[src/rtl/jt900h_pfq.sv]
// JT900H instruction prefetch queue: 16-bit bus words into a byte FIFO with 4-byte lookahead.
// Optional stall counter port enabled by defining JT900H_PFQ_STALL_CNT_EN.
module jt900h_pfq #(
  parameter int DEPTH = 8,
  parameter int AW    = 24
) (
  input  logic          clk,
  input  logic          rst,
  input  logic          cen,
  input  logic          pc_load,
  input  logic [AW-1:0] pc_new,
  input  logic [2:0]    need,
  input  logic [2:0]    adv,
  output logic [7:0]    md,
  output logic [31:0]   op,
  output logic [AW-1:0] pc,
  output logic [3:0]    cnt,
  output logic          q_busy,
  output logic          err,
  output logic          bus_rd,
  output logic [AW-1:0] bus_addr,
  input  logic [15:0]   bus_din,
  input  logic          bus_ack
`ifdef JT900H_PFQ_STALL_CNT_EN
  ,
  output logic [15:0]   stall_cnt
`endif
);
  localparam int PW = $clog2(DEPTH);

  typedef enum logic [1:0] {S_IDLE, S_REQ, S_DROP} state_t;

  state_t          r_state, w_state_next;
  logic [7:0]      r_mem [DEPTH];
  logic [PW-1:0]   r_rd, r_wr, w_wr_next;
  logic [3:0]      r_cnt;
  logic [AW-1:0]   r_pc, r_fa, r_bus_addr;
  logic            r_skip, r_err, r_bus_rd;
  logic            w_issue, w_take, w_illegal, w_space;
  logic [1:0]      w_nwr;
  logic [31:0]     w_op;

  function automatic logic [PW-1:0] wrap(input logic [PW-1:0] p, input logic [2:0] n);
    logic [PW:0] s;
    s = (PW+1)'(p) + (PW+1)'(n);
    if (s >= (PW+1)'(DEPTH)) s = s - (PW+1)'(DEPTH);
    return s[PW-1:0];
  endfunction

  assign w_take    = (r_state == S_REQ) && bus_ack && !pc_load;
  assign w_nwr     = w_take ? (r_skip ? 2'd1 : 2'd2) : 2'd0;
  assign w_illegal = {1'b0, adv} > r_cnt;
  assign w_space   = r_cnt <= 4'(DEPTH - 2);
  assign w_wr_next = wrap(r_wr, {1'b0, w_nwr});

  always_comb begin
    w_state_next = r_state;
    w_issue      = 1'b0;
    case (r_state)
      S_IDLE: if (!pc_load && w_space) begin
        w_issue      = 1'b1;
        w_state_next = S_REQ;
      end
      S_REQ: begin
        if (bus_ack)      w_state_next = S_IDLE;
        else if (pc_load) w_state_next = S_DROP;
      end
      S_DROP: if (bus_ack) w_state_next = S_IDLE;
      default: w_state_next = S_IDLE;
    endcase
  end

  always_ff @(posedge clk or posedge rst) begin
    if (rst)      r_state <= S_IDLE;
    else if (cen) r_state <= w_state_next;
  end

  always_ff @(posedge clk or posedge rst) begin
    if (rst) begin
      r_pc       <= '0;
      r_fa       <= '0;
      r_cnt      <= '0;
      r_rd       <= '0;
      r_wr       <= '0;
      r_skip     <= 1'b0;
      r_err      <= 1'b0;
      r_bus_rd   <= 1'b0;
      r_bus_addr <= '0;
    end else if (cen) begin
      if (w_issue) begin
        r_bus_rd   <= 1'b1;
        r_bus_addr <= r_fa;
      end else if (r_state != S_IDLE && bus_ack) begin
        r_bus_rd <= 1'b0;
      end
      // A flush wins over both the advance and any data arriving this cycle
      if (pc_load) begin
        r_fa   <= {pc_new[AW-1:1], 1'b0};
        r_skip <= pc_new[0];
        r_pc   <= pc_new;
        r_cnt  <= '0;
        r_rd   <= '0;
        r_wr   <= '0;
        r_err  <= 1'b0;
      end else begin
        if (w_take) begin
          r_fa   <= r_fa + AW'(2);
          r_skip <= 1'b0;
        end
        r_wr <= w_wr_next;
        r_pc <= r_pc + AW'(adv);
        if (w_illegal) begin
          r_cnt <= '0;
          r_rd  <= w_wr_next;
          r_err <= 1'b1;
        end else begin
          r_cnt <= r_cnt + {2'b00, w_nwr} - {1'b0, adv};
          r_rd  <= wrap(r_rd, adv);
        end
      end
    end
  end

  // Storage has no reset; bytes beyond cnt are masked on the read side
  always_ff @(posedge clk) begin
    if (cen && w_take) begin
      if (r_skip) begin
        r_mem[r_wr] <= bus_din[15:8];
      end else begin
        r_mem[r_wr]             <= bus_din[7:0];
        r_mem[wrap(r_wr, 3'd1)] <= bus_din[15:8];
      end
    end
  end

  for (genvar gi = 0; gi < 4; gi++) begin : g_op
    assign w_op[gi*8 +: 8] = (4'(gi) < r_cnt) ? r_mem[wrap(r_rd, 3'(gi))] : 8'h00;
  end

`ifdef JT900H_PFQ_STALL_CNT_EN
  logic [15:0] r_stall;
  always_ff @(posedge clk or posedge rst) begin
    if (rst)                                   r_stall <= '0;
    else if (cen && q_busy && r_stall != 16'hFFFF) r_stall <= r_stall + 16'd1;
  end
  assign stall_cnt = r_stall;
`endif

  assign op       = w_op;
  assign md       = w_op[7:0];
  assign pc       = r_pc;
  assign cnt      = r_cnt;
  assign q_busy   = r_cnt < {1'b0, need};
  assign err      = r_err;
  assign bus_rd   = r_bus_rd;
  assign bus_addr = r_bus_addr;
endmodule

[config.mk]
export PLATFORM = sky130hd
export DESIGN_NAME = jt900h_pfq
export DESIGN_NICKNAME = d
export VERILOG_FILES = /design/src/rtl/jt900h_pfq.sv
export SDC_FILE = /design/constraint.sdc
export NUM_CORES = 1
export LEC_CHECK = 0
export CORE_ASPECT_RATIO = 1.4
export CORE_MARGIN = 1.5
export CORE_UTILIZATION = 56
export CTS_CLUSTER_DIAMETER = 120
export DETAILED_ROUTE_END_ITERATION = 6
export PLACE_DENSITY = 0.79
export SETUP_SLACK_MARGIN = 0.4
export SYNTH_ARGS = -nofsm -noshare
export SYNTH_HDL_FRONTEND = slang
export SYNTH_SLANG_ARGS = --single-unit
[constraint.sdc]
create_clock -name clk -period 3.8 [get_ports clk]
set_input_delay 0.76 -clock clk [delete_from_list [all_inputs] [get_ports clk]]
set_output_delay 0.76 -clock clk [all_outputs]
set_load 0.005 [all_outputs]
==> flow_summary_export.csv, run 1 <==
group,metric,value,unit
sta,rsz0062_at_grt,"true",
critical_path,reg2reg_from,"r_state[1]",
die,die_area,18580,um2
logic_synthesis,synthesis.nets,947,
logic_synthesis,synthTopCellsByCount,"85 x dfrtp_1, 73 x nand2_1, 68 x mux2_2",
finish,fillers,1280,
sta,finalCritPeriodShare,87.69,%
die,pin_count,146,
logic_synthesis,synthTopCellsByArea,"dfrtp_1 21%, edfxtp_1 19%, mux4_2 14%",
finish,stdcell_count,1250,
die,start_util,57.17,%
logic_synthesis,netlist_area,9948,um2
critical_path,start_kind,"register",
logic_synthesis,syn_area_per_cell,11.42,um2
clocking,clkLatencyLatePin,0.43,ns
routing,wl_per_cell,23.03,um
critical_path,worst_ep_required_time,3.04,ns
min_path,hold_class,"reg -> reg",
critical_path,worstPathArrival,2.57,ns
sta,fin_skew,0.01659,ns
sta,fin_hold_ws,0.4848,ns
die,die_w,115.6,um
die,die_y,160.7,um
critical_path,cp_max_fo,16,
logic_synthesis,yosys.cell_types.count,70,
finish,final_nets,1077,
logic_synthesis,postSynth.asyncResetShare,57.05,%
place,placed_cells,1217,
routing,wirelength,28790,um
logic_synthesis,ys.flop_type,"dfrtp_1",
sta,finalHoldViolations,0,
routing,vias,8366,
critical_path,r2r_cells,9,
clocking,post_cts_buffers,0,
clocking,cts-root-buf,"clkbuf_16",
critical_path,critPathKind,"reg -> out",
clocking,cts_buffer_depth,2,
finish,area_delta_synth_final,22.98,%
logic_synthesis,synth_cells,871,
logic_synthesis,yosysSeqAreaShare,40.70,%
clocking,clk_pin_slew_worst_paths,0.07,ns
power_and_ir_drop,ir_worst_vdd,0.4276,mV
logic_synthesis,synth_edf_count,64,
routing,first_pass_iters,5,
outcome,outcome,"finished clean",
sta,setup-violations-final,0,
power_and_ir_drop,p_per_area,625.7,nW/um2
logic_synthesis,yosysMostFrequentCell,"dfrtp_1",
grt,grt_overflow,0,
grt,grt_pass1_wl,45430,um
sta,period_needed,3.332,ns
critical_path,ff2ff_setup_slack,1.02,ns
sta,setup_tns,0,ns
logic_synthesis,ys_seq_elements,149,
power_and_ir_drop,leakage,4.495,nW
place,io_buffers,144,
logic_synthesis,yosysTopAreaCellShare,21.38,%
routing,antenna_left,0,
grt,grt_antenna_before_repair,0,
power_and_ir_drop,totalPowerFinal,7.655,mW
job,maxCapViolations,0,
sta,tightest_slew,1.071,ns
clocking,cts_buffers,17,
finish,multiInputGateArea,5520,um2
die,placementRows,57,
die,core,17400,um2
critical_path,end_kind,"output port",
place,place_hpwl,20330,um
sta,max_freq,0.3001,GHz
finish,antennaDiodeCount,0,
finish,final_layout_size_suffix_gt1_share,21.70,%
sta,slew_headroom,28.60,%
routing,drt_iter0_drc,802,
routing,drc,0,
critical_path,crit_start,"r_rd[0]",
logic_synthesis,synth.largest_area_cell,"dfrtp_1",
sta,slew_viol_final,0,
clocking,cts_tree,"done",
finish,layout.area.seq,4054,um2
clocking,h-tree-depth,4,
logic_synthesis,ys_warn_count,0,
grt,grt_pass1_vias,8387,
grt,grt_usage,32.30,%
place,gp_congestion,0.9492,
critical_path,endpoint,"op[11]",
grt,grt_max_degree,65,
clocking,cts_sinks,149,
critical_path,r2r_end,"cnt[3]",
routing,viasPerCell,6.693,
per-stage QoR:
step	setup slack (ns)	utilization (%)	instance area, um2
finish	0.4679	70.30	12230
global route	0.3981	70.30	12230
CTS	0.4139	70.04	12190
detailed placement	0.1856	66.87	11640
global placement	0.3024	66.87	11640
floorplan	0.5126	-	9956
per-layer routing:
layer | up-vias | track usage, % | part of all wire, %
met2 | 517 | 56.35 | 53
met5 | - | 0 | 0
met4 | 0 | 18.63 | 5.8
li1 | 3673 | - | -
met3 | 121 | 5.245 | 7.5
met1 | 4055 | 37.07 | 34
registers in the layout, summed over array words and instances, names as in the netlist:
register  cells
r_mem        64
pc           24
bus_addr     23
r_fa         23
cnt           4
r_rd          3
r_wr          3
r_state       2
bus_rd        1
err           1
r_skip        1
cell type report:
class	instances	area share (%)
clock buffers	18	3.508
multi-input cells	630	45.12
clock inverters	14	0.9716
inverters	24	0.7466
well taps	236	2.414
repair buffers	179	14.10
flip-flops and latches	149	33.14
cells in the final DEF (no fill, tap or decap), drive strengths merged, types with 24 or more instances in the layout:
| cell type | n |
|---|---|
| nand3 | 27 |
| nor2 | 49 |
| buf | 37 |
| mux4 | 64 |
| dfrtp | 85 |
| mux2 | 86 |
| o21ai | 42 |
| nand2 | 75 |
| inv | 30 |
| edfxtp | 64 |
| a22o | 24 |
| clkdlybuf4s50 | 142 |
| a21oi | 53 |
how the worst min path moves through the flow:
stage           start  endpoint  slack [ns]  cells past startpoint
5_1_grt        bus_rd    bus_rd        0.50                      2
3_5_place_dp   bus_rd    bus_rd        0.47                      2
6_report       bus_rd    bus_rd        0.48                      2
4_1_cts        bus_rd    bus_rd        0.49                      2
3_3_place_gp   bus_rd    bus_rd        0.46                      2
2_1_floorplan  bus_rd    bus_rd        0.47                      2
power by group:
group / switching [mW] / internal, mW
Combinational: 1.62 / 2.17
Sequential: 0.322 / 1.96
Clock: 0.728 / 0.854
logic make-up (layout without fill, tap and decap cells):
kind of cell | count (synthesis) | in the layout | share of synthesized area [%]
other | 1 | 1 | 0.03769
multiplexers | 169 | 169 | 26.13
AO/OA/AOI/OAI | 196 | 196 | 12.90
adder cells (fa/ha/maj) | 25 | 25 | 3.522
buffers and inverters | 92 | 235 | 4.176
XOR/XNOR | 10 | 10 | 0.8804
flip-flops | 149 | 149 | 40.70
AND/OR/NAND/NOR | 229 | 229 | 11.65
what timing repair did:
action                                  CTS  global route
hold buffers                              0             0
resized for setup                         1             9
endpoints found under the setup margin    8            33
cloned                                    0             1
pin swaps                                 0             1
critical path, cell delays in order (launching register included):
cell and delay (ns):
dfrtp_4 0.51, ha_1 0.21, xor2_1 0.16, buf_6 0.23, mux4_2 0.32, a22o_1 0.26
clkdlybuf4s50_1 0.45
Power figures use the tool's default switching activity.
==> inputs of run 2 (changes only) <==
--- a/config.mk
+++ b/config.mk
@@ -10,6 +10,8 @@
 export CORE_UTILIZATION = 56
 export CTS_CLUSTER_DIAMETER = 120
 export DETAILED_ROUTE_END_ITERATION = 6
+export GPL_ROUTABILITY_DRIVEN = 0
+export MAX_ROUTING_LAYER = met4
 export PLACE_DENSITY = 0.79
 export SETUP_SLACK_MARGIN = 0.4
 export SYNTH_ARGS = -nofsm -noshare
==> run 2 against run 1 <==
  * The run now ends with design-rule violations left
  * Critical path depth up 1
  * Clock-buffer cell count unchanged
  * Sequential cell count unchanged
  * Sequential power about the same
==> flow_summary_export.csv, run 2 (synthesized netlist as in run 1, its figures left out) <==
group,metric,value,unit
critical_path,cp_max_fo,8,
finish,area_delta_synth_final,22.98,%
sta,slew_headroom,27.95,%
sta,setup-violations-final,0,
min_path,hold_class,"reg -> reg",
critical_path,end_kind,"output port",
finish,fillers,1280,
grt,grt_util_met3,4.755,%
sta,rsz0062_at_grt,"true",
grt,grt_busiest_layer,"met2",
grt,grt_util_met2,56.32,%
routing,first_pass_iters,7,
routing,wl_per_cell,23.19,um
sta,fin_skew,0.01690,ns
power_and_ir_drop,swShare,34.95,%
routing,antenna_left,0,
grt,grt_usage,33.29,%
sta,worst_slack,0.4683,ns
die,die_area,18580,um2
grt,grt_pass1_vias,8397,
critical_path,critPathKind,"reg -> out",
power_and_ir_drop,leakage,4.495,nW
clocking,cts_buffer_depth,2,
finish,antennaDiodeCount,0,
grt,grt_antenna_before_repair,0,
grt,grt_pass1_wl,45420,um
routing,wirelength,28980,um
sta,fin_hold_ws,0.4831,ns
clocking,cts_tree,"done",
critical_path,worst_ep_required_time,3.04,ns
clocking,cts-root-buf,"clkbuf_16",
die,placementRows,57,
clocking,clk_pin_slew_worst_paths,0.07,ns
routing,viasPerCell,6.722,
finish,final_common_cell,"clkdlybuf4s50_1",
power_and_ir_drop,p_per_area,626.8,nW/um2
die,core,17400,um2
sta,max_freq,0.3001,GHz
sta,finalHoldViolations,0,
clocking,clkLatencyLatePin,0.43,ns
die,die_w,115.6,um
place,placed_cells,1217,
sta,period_needed,3.332,ns
die,start_util,57.17,%
power_and_ir_drop,p_seq_share,29.8,%
finish,regMostFlops,"r_mem",
grt,grt_util_met1,37.32,%
routing,vias,8403,
critical_path,worstPathArrival,2.57,ns
sta,finalCritPeriodShare,87.68,%
power_and_ir_drop,power_switching,2.681,mW
critical_path,start_kind,"register",
place,place_hpwl,20330,um
finish,post-route-util,70.30,%
sta,setup_tns,0,ns
finish,largest_register_ffs,64,
place,dp_slack,0.1856,ns
routing,drc,13,
outcome,outcome,"finished, violations left",
clocking,post_cts_buffers,0,
sta,tightest_slew,1.081,ns
die,pin_count,146,
clocking,cts_sinks,149,
power_and_ir_drop,p_comb_share,49.5,%
outcome,violations,"design-rule violations",
finish,stdcell_count,1250,
finish,final_nets,1077,
grt,grt_overflow,0,
power_and_ir_drop,power_frac_clock,20.7,%
routing,drt_iter0_drc,739,
job,maxCapViolations,0,
place,io_buffers,144,
sta,slew_viol_final,0,
power_and_ir_drop,ir_worst_vdd,0.4290,mV
clocking,cts_buffers,17,
power_and_ir_drop,p_int,4.988,mW
clocking,h-tree-depth,4,
grt,grt_max_degree,65,
die,die_y,160.7,um
finish,final_cell_mix,"142 x clkdlybuf4s50_1, 83 x dfrtp_1, 73 x nand2_1",
finish,final_layout_size_suffix_gt1_share,21.70,%
run 2: cell counts in the layout (fill, tap and decap cells not counted):
Identical to the previous run, type by type.
run 2: worst max-delay path, stage by stage (launching register included):
cell             delay, ns
dfrtp_4               0.50
inv_1                 0.13
ha_4                  0.17
xnor2_4               0.15
buf_8                 0.19
mux4_2                0.29
a22o_1                0.26
clkdlybuf4s50_1       0.45
run 2: metal layers:
metal	up-vias	share of wire, %
li1	3660	-
met3	121	6.5
met2	490	53
met4	0	5.7
met1	4132	35
met5	-	0
run 2: path summary, 6_finish.rpt:
check                           startpoint  slack (ns)            to  depth (start not counted)
worst min-delay path                bus_rd        0.48        bus_rd                          2
worst max register to register  r_state[1]        1.01        cnt[3]                          9
max in group asynchronous              rst        2.32       r_fa[4]                          3
worst max-delay path               r_rd[0]        0.47        op[27]                          7
worst min register to register      bus_rd        0.48        bus_rd                          2
min in group asynchronous              rst        0.72  bus_addr[17]                          2
run 2: power groups by stage:
stage	Sequential [mW]	Combinational [mW]	Clock (mW)
2_1_floorplan	2.20	2.14	0
3_3_place_gp	2.30	3.58	0
3_5_place_dp	2.30	3.68	0
4_1_cts	2.27	3.70	1.60
5_1_grt	2.32	4.09	1.66
6_report	2.28	3.80	1.59
run 2: through the flow:
step	area (um2)	power [mW]
6_report	12230	7.669
3_3_place_gp	11640	5.872
2_1_floorplan	9956	4.345
4_1_cts	12190	7.573
3_5_place_dp	11640	5.983
5_1_grt	12230	8.064
run 2: final cells by class:
type / count / area [um2] / share of cell area [%]
multi-input combinational: 630 / 5520 / 45.12
tap: 236 / 295.3 / 2.414
sequential: 149 / 4054 / 33.14
clock inverter: 14 / 118.9 / 0.9716
clock buffer: 18 / 429.2 / 3.508
inverter: 24 / 91.34 / 0.7466
timing repair buffer: 179 / 1725 / 14.10
run 2: what timing repair did:
action / CTS / global route
hold buffers: 0 / 0
pin swaps: 0 / 1
gates resized for setup: 1 / 9
endpoints found under the setup margin: 8 / 33
cloned: 0 / 1
